$ cat config.mk
export PLATFORM = sky130hd
export DESIGN_NAME = multi_paddle_engine_flat
export DESIGN_NICKNAME = d
export VERILOG_FILES = /design/src/rtl/multi_paddle_engine_if.sv /design/src/rtl/multi_paddle_engine.sv /design/src/flat_wrapper.sv
export SDC_FILE = /design/constraint.sdc
export NUM_CORES = 1
export LEC_CHECK = 0
export ABC_AREA = 0
export BUFFER_PORTS_ARGS = -buffer_cell sky130_fd_sc_hd__buf_2
export CAP_MARGIN = 20
export CORE_MARGIN = 10
export CORE_UTILIZATION = 48
export CTS_BUF_LIST = sky130_fd_sc_hd__clkbuf_8
export DETAILED_ROUTE_END_ITERATION = 6
export GPL_TIMING_DRIVEN = 0
export HOLD_SLACK_MARGIN = 0.06
export PLACE_DENSITY_LB_ADDON = 0.25
export SLEW_MARGIN = 20
export SYNTH_ARGS = -nofsm -noshare
export SYNTH_HDL_FRONTEND = slang
export SYNTH_SLANG_ARGS = --single-unit
$ cat constraint.sdc
create_clock -name clk -period 2.5 [get_ports clk]
set_clock_uncertainty 0.05 [all_clocks]
set_input_delay 0.25 -clock clk [delete_from_list [all_inputs] [get_ports clk]]
set_output_delay 0.25 -clock clk [all_outputs]
set_load 0.02 [all_outputs]
$ cat src/rtl/multi_paddle_engine_if.sv
// Signal bundle between the input/frame-rate logic, multi_paddle_engine and the paddle renderer.
// The engine uses the slave view; whoever drives buttons, ticks and acks uses the master view.
interface multi_paddle_engine_if #(
  parameter int NUM_PADDLES = 2,
  parameter int Y_W         = 9
);
  localparam int IDX_W = (NUM_PADDLES > 1) ? $clog2(NUM_PADDLES) : 1;

  logic                       enable;
  logic                       frame_tick;
  logic [NUM_PADDLES-1:0]     up;
  logic [NUM_PADDLES-1:0]     down;
  logic [NUM_PADDLES*Y_W-1:0] paddle_y;
  logic [NUM_PADDLES*Y_W-1:0] old_paddle_y;
  logic [NUM_PADDLES-1:0]     moved;
  logic                       upd_req;
  logic [IDX_W-1:0]           upd_idx;
  logic                       upd_ack;
  logic                       busy;
  logic                       overrun;

  modport slave (
    input  enable, frame_tick, up, down, upd_ack,
    output paddle_y, old_paddle_y, moved, upd_req, upd_idx, busy, overrun
  );

  modport master (
    output enable, frame_tick, up, down, upd_ack,
    input  paddle_y, old_paddle_y, moved, upd_req, upd_idx, busy, overrun
  );
endinterface

$ cat src/rtl/multi_paddle_engine.sv
// NUM_PADDLES clamped paddle positions stepped once per frame tick, optionally accelerating,
// followed by an in-order req/ack render request for every paddle that moved.
module multi_paddle_engine #(
  parameter int NUM_PADDLES = 2,
  parameter int Y_W         = 9,
  parameter int Y_MIN       = 0,
  parameter int Y_MAX       = 480,
  parameter int PADDLE_H    = 40,
  parameter int Y_INIT      = 220,
  parameter int RATE        = 1,
  parameter int MAX_RATE    = 4,
  parameter int ACCEL       = 0
) (
  input  logic                 clk,
  input  logic                 reset,
  multi_paddle_engine_if.slave bus
);
  localparam int IDX_W = (NUM_PADDLES > 1) ? $clog2(NUM_PADDLES) : 1;
  localparam int YX_W  = Y_W + 1;
  localparam int SPD_W = (MAX_RATE > 1) ? $clog2(MAX_RATE + 1) : 1;

  localparam logic [YX_W-1:0]  Y_LO     = YX_W'(Y_MIN);
  localparam logic [YX_W-1:0]  Y_HI     = YX_W'(Y_MAX - PADDLE_H);
  localparam logic [SPD_W-1:0] SPD_BASE = SPD_W'(RATE);
  localparam logic [SPD_W-1:0] SPD_TOP  = SPD_W'(MAX_RATE);
  localparam logic [IDX_W-1:0] IDX_LAST = IDX_W'(NUM_PADDLES - 1);

  typedef enum logic [1:0] {S_IDLE, S_SCAN, S_REQ} state_t;
  typedef enum logic [1:0] {D_STOP, D_UP, D_DOWN} dir_t;

  state_t                          r_state, w_state_nxt;
  logic [IDX_W-1:0]                r_scan_idx, w_scan_idx_nxt;
  logic                            r_upd_req, w_upd_req_nxt;
  logic                            r_busy, r_overrun;
  logic [NUM_PADDLES-1:0][Y_W-1:0] r_y, r_old_y, w_y_nxt;
  logic [NUM_PADDLES-1:0]          r_moved, w_moved_nxt;
  dir_t                            r_dir [NUM_PADDLES];
  dir_t                            w_dir [NUM_PADDLES];
  logic [SPD_W-1:0]                r_speed [NUM_PADDLES];
  logic [SPD_W-1:0]                w_speed_nxt [NUM_PADDLES];
  logic                            w_accept, w_overrun, w_last;

  assign w_accept  = bus.frame_tick && bus.enable && (r_state == S_IDLE);
  assign w_overrun = bus.frame_tick && bus.enable && (r_state != S_IDLE);
  assign w_last    = (r_scan_idx == IDX_LAST);

  // Arithmetic runs one bit wider than Y so neither y-step nor y+step can wrap.
  always_comb begin
    logic [YX_W-1:0] w_step, w_cur, w_sum, w_nxt;
    for (int i = 0; i < NUM_PADDLES; i++) begin
      // NOTE: every always_comb output gets a default before any branch, otherwise a latch is inferred.
      w_dir[i] = D_STOP;
      if (bus.up[i] && !bus.down[i])      w_dir[i] = D_UP;
      else if (bus.down[i] && !bus.up[i]) w_dir[i] = D_DOWN;

      if (w_dir[i] == D_STOP || w_dir[i] != r_dir[i]) w_speed_nxt[i] = SPD_BASE;
      else if (r_speed[i] >= SPD_TOP)                 w_speed_nxt[i] = SPD_TOP;
      else                                            w_speed_nxt[i] = r_speed[i] + 1'b1;

      w_step = (ACCEL != 0) ? YX_W'(w_speed_nxt[i]) : YX_W'(RATE);
      w_cur  = {1'b0, r_y[i]};
      w_sum  = w_cur + w_step;
      w_nxt  = w_cur;
      case (w_dir[i])
        D_UP:    w_nxt = (w_cur < Y_LO + w_step) ? Y_LO : w_cur - w_step;
        D_DOWN:  w_nxt = (w_sum > Y_HI) ? Y_HI : w_sum;
        default: w_nxt = w_cur;
      endcase
      w_y_nxt[i]     = Y_W'(w_nxt);
      w_moved_nxt[i] = (w_nxt != w_cur);
    end
  end

  // Request sequencer: walk channels in index order, one SCAN cycle each, REQ until ack.
  always_comb begin
    w_state_nxt    = r_state;
    w_scan_idx_nxt = r_scan_idx;
    w_upd_req_nxt  = 1'b0;
    unique case (r_state)
      S_IDLE: begin
        if (w_accept) begin
          w_state_nxt    = S_SCAN;
          w_scan_idx_nxt = '0;
        end
      end
      S_SCAN: begin
        if (r_moved[r_scan_idx]) begin
          w_state_nxt   = S_REQ;
          w_upd_req_nxt = 1'b1;
        end else if (w_last) begin
          w_state_nxt = S_IDLE;
        end else begin
          w_scan_idx_nxt = r_scan_idx + 1'b1;
        end
      end
      S_REQ: begin
        if (bus.upd_ack) begin
          if (w_last) begin
            w_state_nxt = S_IDLE;
          end else begin
            w_state_nxt    = S_SCAN;
            w_scan_idx_nxt = r_scan_idx + 1'b1;
          end
        end else begin
          w_upd_req_nxt = 1'b1;
        end
      end
      default: w_state_nxt = S_IDLE;
    endcase
  end

  always_ff @(posedge clk) begin
    // NOTE: sequential state uses non-blocking assignments so every flop sees pre-edge values.
    if (reset) begin
      r_state    <= S_IDLE;
      r_scan_idx <= '0;
      r_upd_req  <= 1'b0;
      r_busy     <= 1'b0;
      r_overrun  <= 1'b0;
      r_moved    <= '0;
      // NOTE: the per-channel arrays are plain flops, not RAM, so they take the reset like any other state.
      for (int i = 0; i < NUM_PADDLES; i++) begin
        r_y[i]     <= Y_W'(Y_INIT);
        r_old_y[i] <= Y_W'(Y_INIT);
        r_speed[i] <= SPD_BASE;
        r_dir[i]   <= D_STOP;
      end
    end else begin
      r_state    <= w_state_nxt;
      r_scan_idx <= w_scan_idx_nxt;
      r_upd_req  <= w_upd_req_nxt;
      r_busy     <= (w_state_nxt != S_IDLE);
      r_overrun  <= w_overrun;
      if (w_accept) begin
        r_old_y <= r_y;
        r_y     <= w_y_nxt;
        r_moved <= w_moved_nxt;
        for (int i = 0; i < NUM_PADDLES; i++) begin
          r_speed[i] <= w_speed_nxt[i];
          r_dir[i]   <= w_dir[i];
        end
      end
    end
  end

  assign bus.paddle_y     = r_y;
  assign bus.old_paddle_y = r_old_y;
  assign bus.moved        = r_moved;
  assign bus.upd_req      = r_upd_req;
  assign bus.upd_idx      = r_scan_idx;
  assign bus.busy         = r_busy;
  assign bus.overrun      = r_overrun;
endmodule

$ cat src/flat_wrapper.sv
// flat-port wrapper written by rule: the top's interface ports become plain ports
module multi_paddle_engine_flat 
#(
  parameter int NUM_PADDLES = 2,
  parameter int Y_W         = 9,
  parameter int Y_MIN       = 0,
  parameter int Y_MAX       = 480,
  parameter int PADDLE_H    = 40,
  parameter int Y_INIT      = 220,
  parameter int RATE        = 1,
  parameter int MAX_RATE    = 4,
  parameter int ACCEL       = 0
)
  (clk, reset, bus_enable, bus_frame_tick, bus_up, bus_down, bus_upd_ack, bus_paddle_y, bus_old_paddle_y, bus_moved, bus_upd_req, bus_upd_idx, bus_busy, bus_overrun);
  multi_paddle_engine_if #(.NUM_PADDLES(NUM_PADDLES), .Y_W(Y_W)) bus_i ();
  input  logic clk;
  input  logic reset;
  input wire logic [$bits(bus_i.enable)-1:0] bus_enable;
  input wire logic [$bits(bus_i.frame_tick)-1:0] bus_frame_tick;
  input wire logic [$bits(bus_i.up)-1:0] bus_up;
  input wire logic [$bits(bus_i.down)-1:0] bus_down;
  input wire logic [$bits(bus_i.upd_ack)-1:0] bus_upd_ack;
  output wire logic [$bits(bus_i.paddle_y)-1:0] bus_paddle_y;
  output wire logic [$bits(bus_i.old_paddle_y)-1:0] bus_old_paddle_y;
  output wire logic [$bits(bus_i.moved)-1:0] bus_moved;
  output wire logic [$bits(bus_i.upd_req)-1:0] bus_upd_req;
  output wire logic [$bits(bus_i.upd_idx)-1:0] bus_upd_idx;
  output wire logic [$bits(bus_i.busy)-1:0] bus_busy;
  output wire logic [$bits(bus_i.overrun)-1:0] bus_overrun;
  assign bus_i.enable = bus_enable;
  assign bus_i.frame_tick = bus_frame_tick;
  assign bus_i.up = bus_up;
  assign bus_i.down = bus_down;
  assign bus_i.upd_ack = bus_upd_ack;
  assign bus_paddle_y = bus_i.paddle_y;
  assign bus_old_paddle_y = bus_i.old_paddle_y;
  assign bus_moved = bus_i.moved;
  assign bus_upd_req = bus_i.upd_req;
  assign bus_upd_idx = bus_i.upd_idx;
  assign bus_busy = bus_i.busy;
  assign bus_overrun = bus_i.overrun;
  multi_paddle_engine #(.NUM_PADDLES(NUM_PADDLES), .Y_W(Y_W), .Y_MIN(Y_MIN), .Y_MAX(Y_MAX), .PADDLE_H(PADDLE_H), .Y_INIT(Y_INIT), .RATE(RATE), .MAX_RATE(MAX_RATE), .ACCEL(ACCEL)) u_core (.clk(clk), .reset(reset), .bus(bus_i));
endmodule
==> metrics, run 1 <==
Final Cell Area 4310 µm²; Num Clock Sinks 44; Routed WL 10900 µm; Least-Margin Pin Slew 0.791 ns; GR Overflow Total 0; Worst setup EP type flip-flop; gr usage total 19.1%; worst reg2reg path depth 10; antenna violations before repair 0; Hold Fails Final Rpt 0; min-delay worst type in -> reg; Yosys reg bits 44; share of cells above drive strength 1 33.8%; CTS tree built; Horiz. Die Dim 101 µm; post-synthesis cell count 424; Cell Area, Synth 3150 µm²; worst r2r dst u_core.bus.moved[0]$_SDFFE_PP0P_; commonest non-fill, non-tap cells in the layout nand2_1, buf_2, dfxtp_1; Slew headroom 47.3%; drt drc 0; Clock Latency Late Sink 0.30 ns; Post-synth EDFFs 0; Synth Net Count 447; TritonCTS Buffers 5; hold depth 3; Max Clk Rate 379 MHz; NetSw 0.615 mW; H-tree depth 2; initial drt markers 346; Antenna diodes 0; critical path class reg -> reg; Die Ht 101 µm; clock slew seen by the registers of the worst setup and hold paths 0.09 ns; status finished, violations left; Cell variety after synth 66; max incr delay on CP 0.47 ns; Initial Utilization 49.5%; Power Total 1.76 mW; commonest non-fill, non-tap cell in the layout nand2_1; Slowest cell on crit path or4_4; Switching Fraction 34.9%; RSZ-0062 raised after global routing true; Final Core Density 67.9%; Reg2Reg Setup Slack -0.14 ns; final worst-path setup slack -0.139 ns; hold_buf cts 0; CP startpoint kind flip-flop; core area 6350 µm²; 1st-pass router iterations 6; Gate power share 30.1%; ys flop type dfxtp_1; final setup violation count 6; average size of a mapped cell 7.42 µm²; HPWL after DPL 7120 µm; IO Port Bufs 49; LEAKAGE 1.70 nW; Root Driver clkbuf_8; VDD IR-drop max 341 µV; crit path cell chain clkbuf_16, clkinv_8, ha_4, or4b_4, or4_4, o21ai_4, nor3_2, a311oi_2, a31o_1, a41oi_2; Flop pwr share 43.5%; WP data required 2.62 ns; row cnt 29; first-pass GRT wire length 16400 µm; Ys Warns 0; fin nets 539; DR WL/cell 18.3 µm; Boundary Pins 51; fin. max-slew vios 0; power density cells 409 nW/µm²; Layout Cells excl Fill 594; pin count of the biggest net entering global routing 16; Hold Startpoint bus_enable; Buffers & Inverters on Critical Path 2; Final GP Congestion 1.03; die area 10200 µm²; worst r2r src u_core.bus.paddle_y[1]$_SDFFE_PP0P_; post-route minimum period 2.64 ns; worst-path fanout max 3; Worst path top cell family by delay simple AND/OR/NAND/NOR gates; max_cap viols 0; failing checks negative setup slack; Clk pwr share 26.5%; Hold EP u_core.bus.overrun$_SDFF_PP0_; placed cells 550; number of global-route vias before repair 3263; Int Pwr 1.15 mW; average via count per standard cell 6.24; DR vias 3704; Final ANT Viol Nets 0; ys async rst share 0%; Critical Path AT 2.76 ns; Area growth syn-to-layout 37.1%; Post-DP Area 3560 µm²; post-synthesis sequential area ratio 28.0%; Max Buffers Root-to-Sink 2; Tcrit/Tclk final 106%
## synthesized netlist by cell type (4+ instances only)
library cell	instances	share of area (%)
buf_2	6	0.95
nor2_1	23	2.7
a211oi_1	5	1.2
ha_1	14	5.6
nand3b_1	12	2.9
inv_1	20	2.4
a21oi_1	34	5.4
o21bai_1	4	0.95
nand2_1	75	8.9
nor2b_1	5	0.99
o21ai_0	23	3.7
dfxtp_1	44	28
clkbuf_1	28	3.3
nor3_1	9	1.4
a211o_1	4	1.1
nand2b_1	5	0.99
or3_1	6	1.2
nand3_1	10	1.6
o22ai_1	4	0.80
o31ai_1	6	1.4
o211ai_1	4	0.95
a311oi_1	5	1.4
mux2_2	5	1.8
nand4_1	4	0.80
and3_1	5	0.99
## state kept, by name, indices dropped and copies added (netlist names)
| signal | cells |
|---|---|
| u_core.bus.upd_req | 1 |
| u_core.bus.paddle_y | 18 |
| u_core.bus.overrun | 1 |
| u_core.bus.old_paddle_y | 18 |
| u_core.r_state | 2 |
| u_core.bus.upd_idx | 1 |
| u_core.bus.busy | 1 |
| u_core.bus.moved | 2 |
## cells by family (layout without fill, tap and decap cells)
group	after synthesis	count (layout)	share of synthesized area [%]
xor gates and xnor gates	4	4	1.11
buffers and inverters	56	149	6.92
and+or+nand+nor	174	174	28.0
AOI/OAI and AO/OA	124	124	27.7
DFF	44	44	28.0
adders and majority gates	14	14	5.57
muxes	8	8	2.74
## layout make-up
class	count	area (µm²)
Multi-Input combinational cell	324	2360
Fill cell	517	2040
Sequential cell	44	897
Timing Repair Buffer	86	539
Buffer	34	226
Inverter	21	104
Tap cell	77	96.3
Clock buffer	5	68.8
Clock inverter	3	21.3
## power groups by stage
stage / Clock [mW] / Sequential [mW] / Combinational (mW)
6_report: 0.466 / 0.766 / 0.530
3_3_place_gp: 0 / 0.782 / 0.412
5_1_grt: 0.507 / 0.770 / 0.568
2_1_floorplan: 0 / 0.819 / 0.257
4_1_cts: 0.479 / 0.766 / 0.464
3_5_place_dp: 0 / 0.784 / 0.415
## worst reg2reg max path: stages (launching register included)
cell and delay, ns:
dfxtp_4 0.36, clkbuf_16 0.15, clkinv_8 0.04, ha_4 0.13, or4b_4 0.46, or4_4 0.47
o21ai_4 0.23, nor3_2 0.07, a311oi_2 0.26, a31o_1 0.20, a41oi_2 0.09
## worst max path at each step
stage                                        start                          endpoint  slack (ns)  depth (start not counted)
2_1_floorplan  u_core.bus.paddle_y[1]$_SDFFE_PP0P_  u_core.bus.moved[0]$_SDFFE_PP0P_       -0.16                         10
3_3_place_gp   u_core.bus.paddle_y[1]$_SDFFE_PP0P_  u_core.bus.moved[0]$_SDFFE_PP0P_       -0.41                         10
3_5_place_dp   u_core.bus.paddle_y[1]$_SDFFE_PP0P_  u_core.bus.moved[0]$_SDFFE_PP0P_       -0.40                         10
4_1_cts        u_core.bus.paddle_y[0]$_SDFFE_PP0P_  u_core.bus.moved[0]$_SDFFE_PP0P_       -0.13                         10
5_1_grt        u_core.bus.paddle_y[1]$_SDFFE_PP0P_  u_core.bus.moved[0]$_SDFFE_PP0P_       -0.18                         10
6_report       u_core.bus.paddle_y[1]$_SDFFE_PP0P_  u_core.bus.moved[0]$_SDFFE_PP0P_       -0.14                         10
## timing repair
item	4_1_cts	5_1_grt
buffers inserted	19	18
resized for setup	35	65
setup endpoints to repair	19	14
pin swaps	17	28
endpoints found under the hold margin	0	0
## stage by stage
step / TNS (ns) / setup WS (ns) / hold slack [ns]
6_report: -0.367 / -0.139 / 0.165
5_1_grt: -0.994 / -0.184 / 0.192
4_1_cts: -0.293 / -0.132 / 0.155
3_5_place_dp: -3.59 / -0.398 / 0.396
3_3_place_gp: -3.51 / -0.407 / 0.390
2_1_floorplan: -0.223 / -0.158 / 0.342
## metal layers
| layer | up-vias | wire length, µm | global-route usage [%] | share of wire (%) |
|---|---|---|---|---|
| met2 | 250 | 5010 | 30.4 | 46 |
| met4 | 0 | 284 | 5.47 | 2.6 |
| met1 | 1707 | 4380 | 25.1 | 40 |
| met3 | 33 | 1200 | 4.46 | 11 |
| met5 | - | 0 | 0 | 0 |
| li1 | 1714 | - | - | - |
(Power assumes the default switching activity.)
==> run 2, diff against run 1 <==
- PLACE_DENSITY_LB_ADDON: 0.25 -> 0.12
==> metrics, run 2 (synthesized netlist as in run 1, its figures left out) <==
status finished, violations left; failing checks negative setup slack; min-delay worst type in -> reg; Die Ht 101 µm (unchanged); Area growth syn-to-layout 28.3%; first-pass GRT wire length 16200 µm (-0.97%); GR Overflow Total 0 (unchanged); Least-Margin Pin Slew 0.678 ns (-0.114 ns); Final GP Congestion 0.974 (-5.9%); critical path class reg -> reg; Worst setup EP type flip-flop; WP data required 2.69 ns (+0.07 ns); post-route minimum period 2.62 ns (-0.0235 ns); Reg2Reg Setup Slack -0.12 ns (+0.02 ns); NetSw 0.599 mW (-2.5%); Power Total 1.83 mW (+3.7%); Max Buffers Root-to-Sink 2 (unchanged); CTS tree built; number of global-route vias before repair 3235 (-0.86%); Num Clock Sinks 44 (unchanged); Tcrit/Tclk final 105% (-0.94 points); fin nets 525 (-2.6%); 1st-pass router iterations 5 (-1); Post-DP Area 3560 µm² (unchanged); die area 10200 µm² (unchanged); IO Port Bufs 49 (unchanged); Horiz. Die Dim 101 µm (unchanged); Switching Fraction 32.8% (-2.1 points); max_cap viols 0 (unchanged); Clk pwr share 31.6% (+5.1 points); clock slew seen by the registers of the worst setup and hold paths 0.09 ns (about the same); Hold Fails Final Rpt 0 (unchanged); Clock Latency Late Sink 0.31 ns (about the same); VDD IR-drop max 339 µV (-0.37%); Max Clk Rate 382 MHz (+0.90%); Routed WL 10300 µm (-4.8%); pre-CTS setup slack -0.321 ns (+0.0776 ns); final worst-path setup slack -0.115 ns (+0.0235 ns); accumulated negative setup slack -0.175 ns (+0.192 ns); HPWL after DPL 7200 µm (+1.0%); Root Driver clkbuf_8; gr usage total 19.3% (+0.18 points); worst-path fanout max 6 (+3); Flop pwr share 42.1% (-1.4 points); Boundary Pins 51 (unchanged); share of cells above drive strength 1 27.0% (-6.8 points); antenna violations before repair 0 (unchanged); H-tree depth 2 (unchanged); Initial Utilization 49.5% (unchanged); TritonCTS Buffers 5 (unchanged); Final Cell Area 4040 µm² (-6.4%); pin count of the biggest net entering global routing 16 (unchanged); Critical Path AT 2.80 ns (+0.04 ns); power density cells 453 nW/µm² (+11%); drt drc 0 (unchanged); Final ANT Viol Nets 0 (unchanged); initial drt markers 273 (-21%); Gate power share 26.4% (-3.7 points); final setup violation count 5 (-1); Final Core Density 63.6% (-4.4 points); Int Pwr 1.23 mW (+7.1%); Slew headroom 54.8% (+7.6 points); core area 6350 µm² (unchanged); commonest non-fill, non-tap cells in the layout nand2_1, buf_2, dfxtp_1; fin. max-slew vios 0 (unchanged); DR WL/cell 17.8 µm (-2.5%); Layout fillers 579 (+12%); row cnt 29 (unchanged); LEAKAGE 1.60 nW (-5.6%); DR vias 3510 (-5.2%); average via count per standard cell 6.05 (-3.0%); CP startpoint kind flip-flop; Antenna diodes 0 (unchanged); commonest non-fill, non-tap cell in the layout nand2_1; RSZ-0062 raised after global routing true
-- run 2: cell types whose count changed in the layout (fill, tap and decap cells not counted), sizes merged --
| cell | previous run | this run |
|---|---|---|
| clkbuf | 32 | 31 |
| bufinv | 0 | 1 |
| clkinv | 4 | 3 |
| buf | 93 | 80 |
-- run 2: repair_timing --
item	in CTS	in global routing
gates resized for setup	19	39
setup endpoints to repair	17	17
setup buffers	13	12
hold buffers	0	0
hold endpoints to repair	0	0
pin swaps	8	14
-- run 2: power groups by stage --
stage               logic (mW)  clock network (mW)  registers [mW]
floorplan                0.257                   0           0.819
global placement         0.414                   0           0.783
detailed placement       0.416                   0           0.784
CTS                      0.447               0.582           0.767
global route             0.522               0.615           0.773
finish                   0.482               0.577           0.768
-- run 2: final cells by class --
class	count	area (µm²)	area share, %
timing repair buffer	73	440	10.9
clock buffer	5	68.8	1.70
inverter	21	104	2.57
tap	77	96.3	2.39
sequential	44	891	22.1
buffer	33	204	5.05
multi-input combinational	324	2190	54.2
clock inverter	3	46.3	1.15
-- run 2: final timing paths --
path	start	endpoint	depth (start not counted)
worst max register to register	u_core.bus.paddle_y[1]$_SDFFE_PP0P_	u_core.bus.moved[0]$_SDFFE_PP0P_	10
worst max-delay path	u_core.bus.paddle_y[1]$_SDFFE_PP0P_	u_core.bus.moved[0]$_SDFFE_PP0P_	10
worst min-delay path	bus_enable	u_core.bus.overrun$_SDFF_PP0_	3
worst min register to register	u_core.bus.old_paddle_y[14]$_SDFFE_PP0P_	u_core.bus.old_paddle_y[14]$_SDFFE_PP0P_	2
-- run 2: metal layers --
layer  GRT usage [%]  vias up  wire, µm
li1                -     1682         -
met1            24.5     1651      4450
met2            31.6      155      4870
met3            3.91       22       806
met4            6.65        0       221
met5               0        -         0
-- run 2: worst max-delay path: stages, from the launching register on --
cell	delay, ns
dfxtp_4	0.38
clkbuf_16	0.16
clkinv_8	0.04
ha_4	0.11
or4b_4	0.46
or4_4	0.47
o21a_4	0.28
o31ai_4	0.08
mux2_4	0.18
nand4_1	0.14
a41oi_2	0.20
-- run 2: per-stage QoR --
stage	std cells	hold slack [ns]
finish	580	0.165
global route	580	0.186
CTS	569	0.160
detailed placement	550	0.399
global placement	550	0.392
floorplan	424	0.342
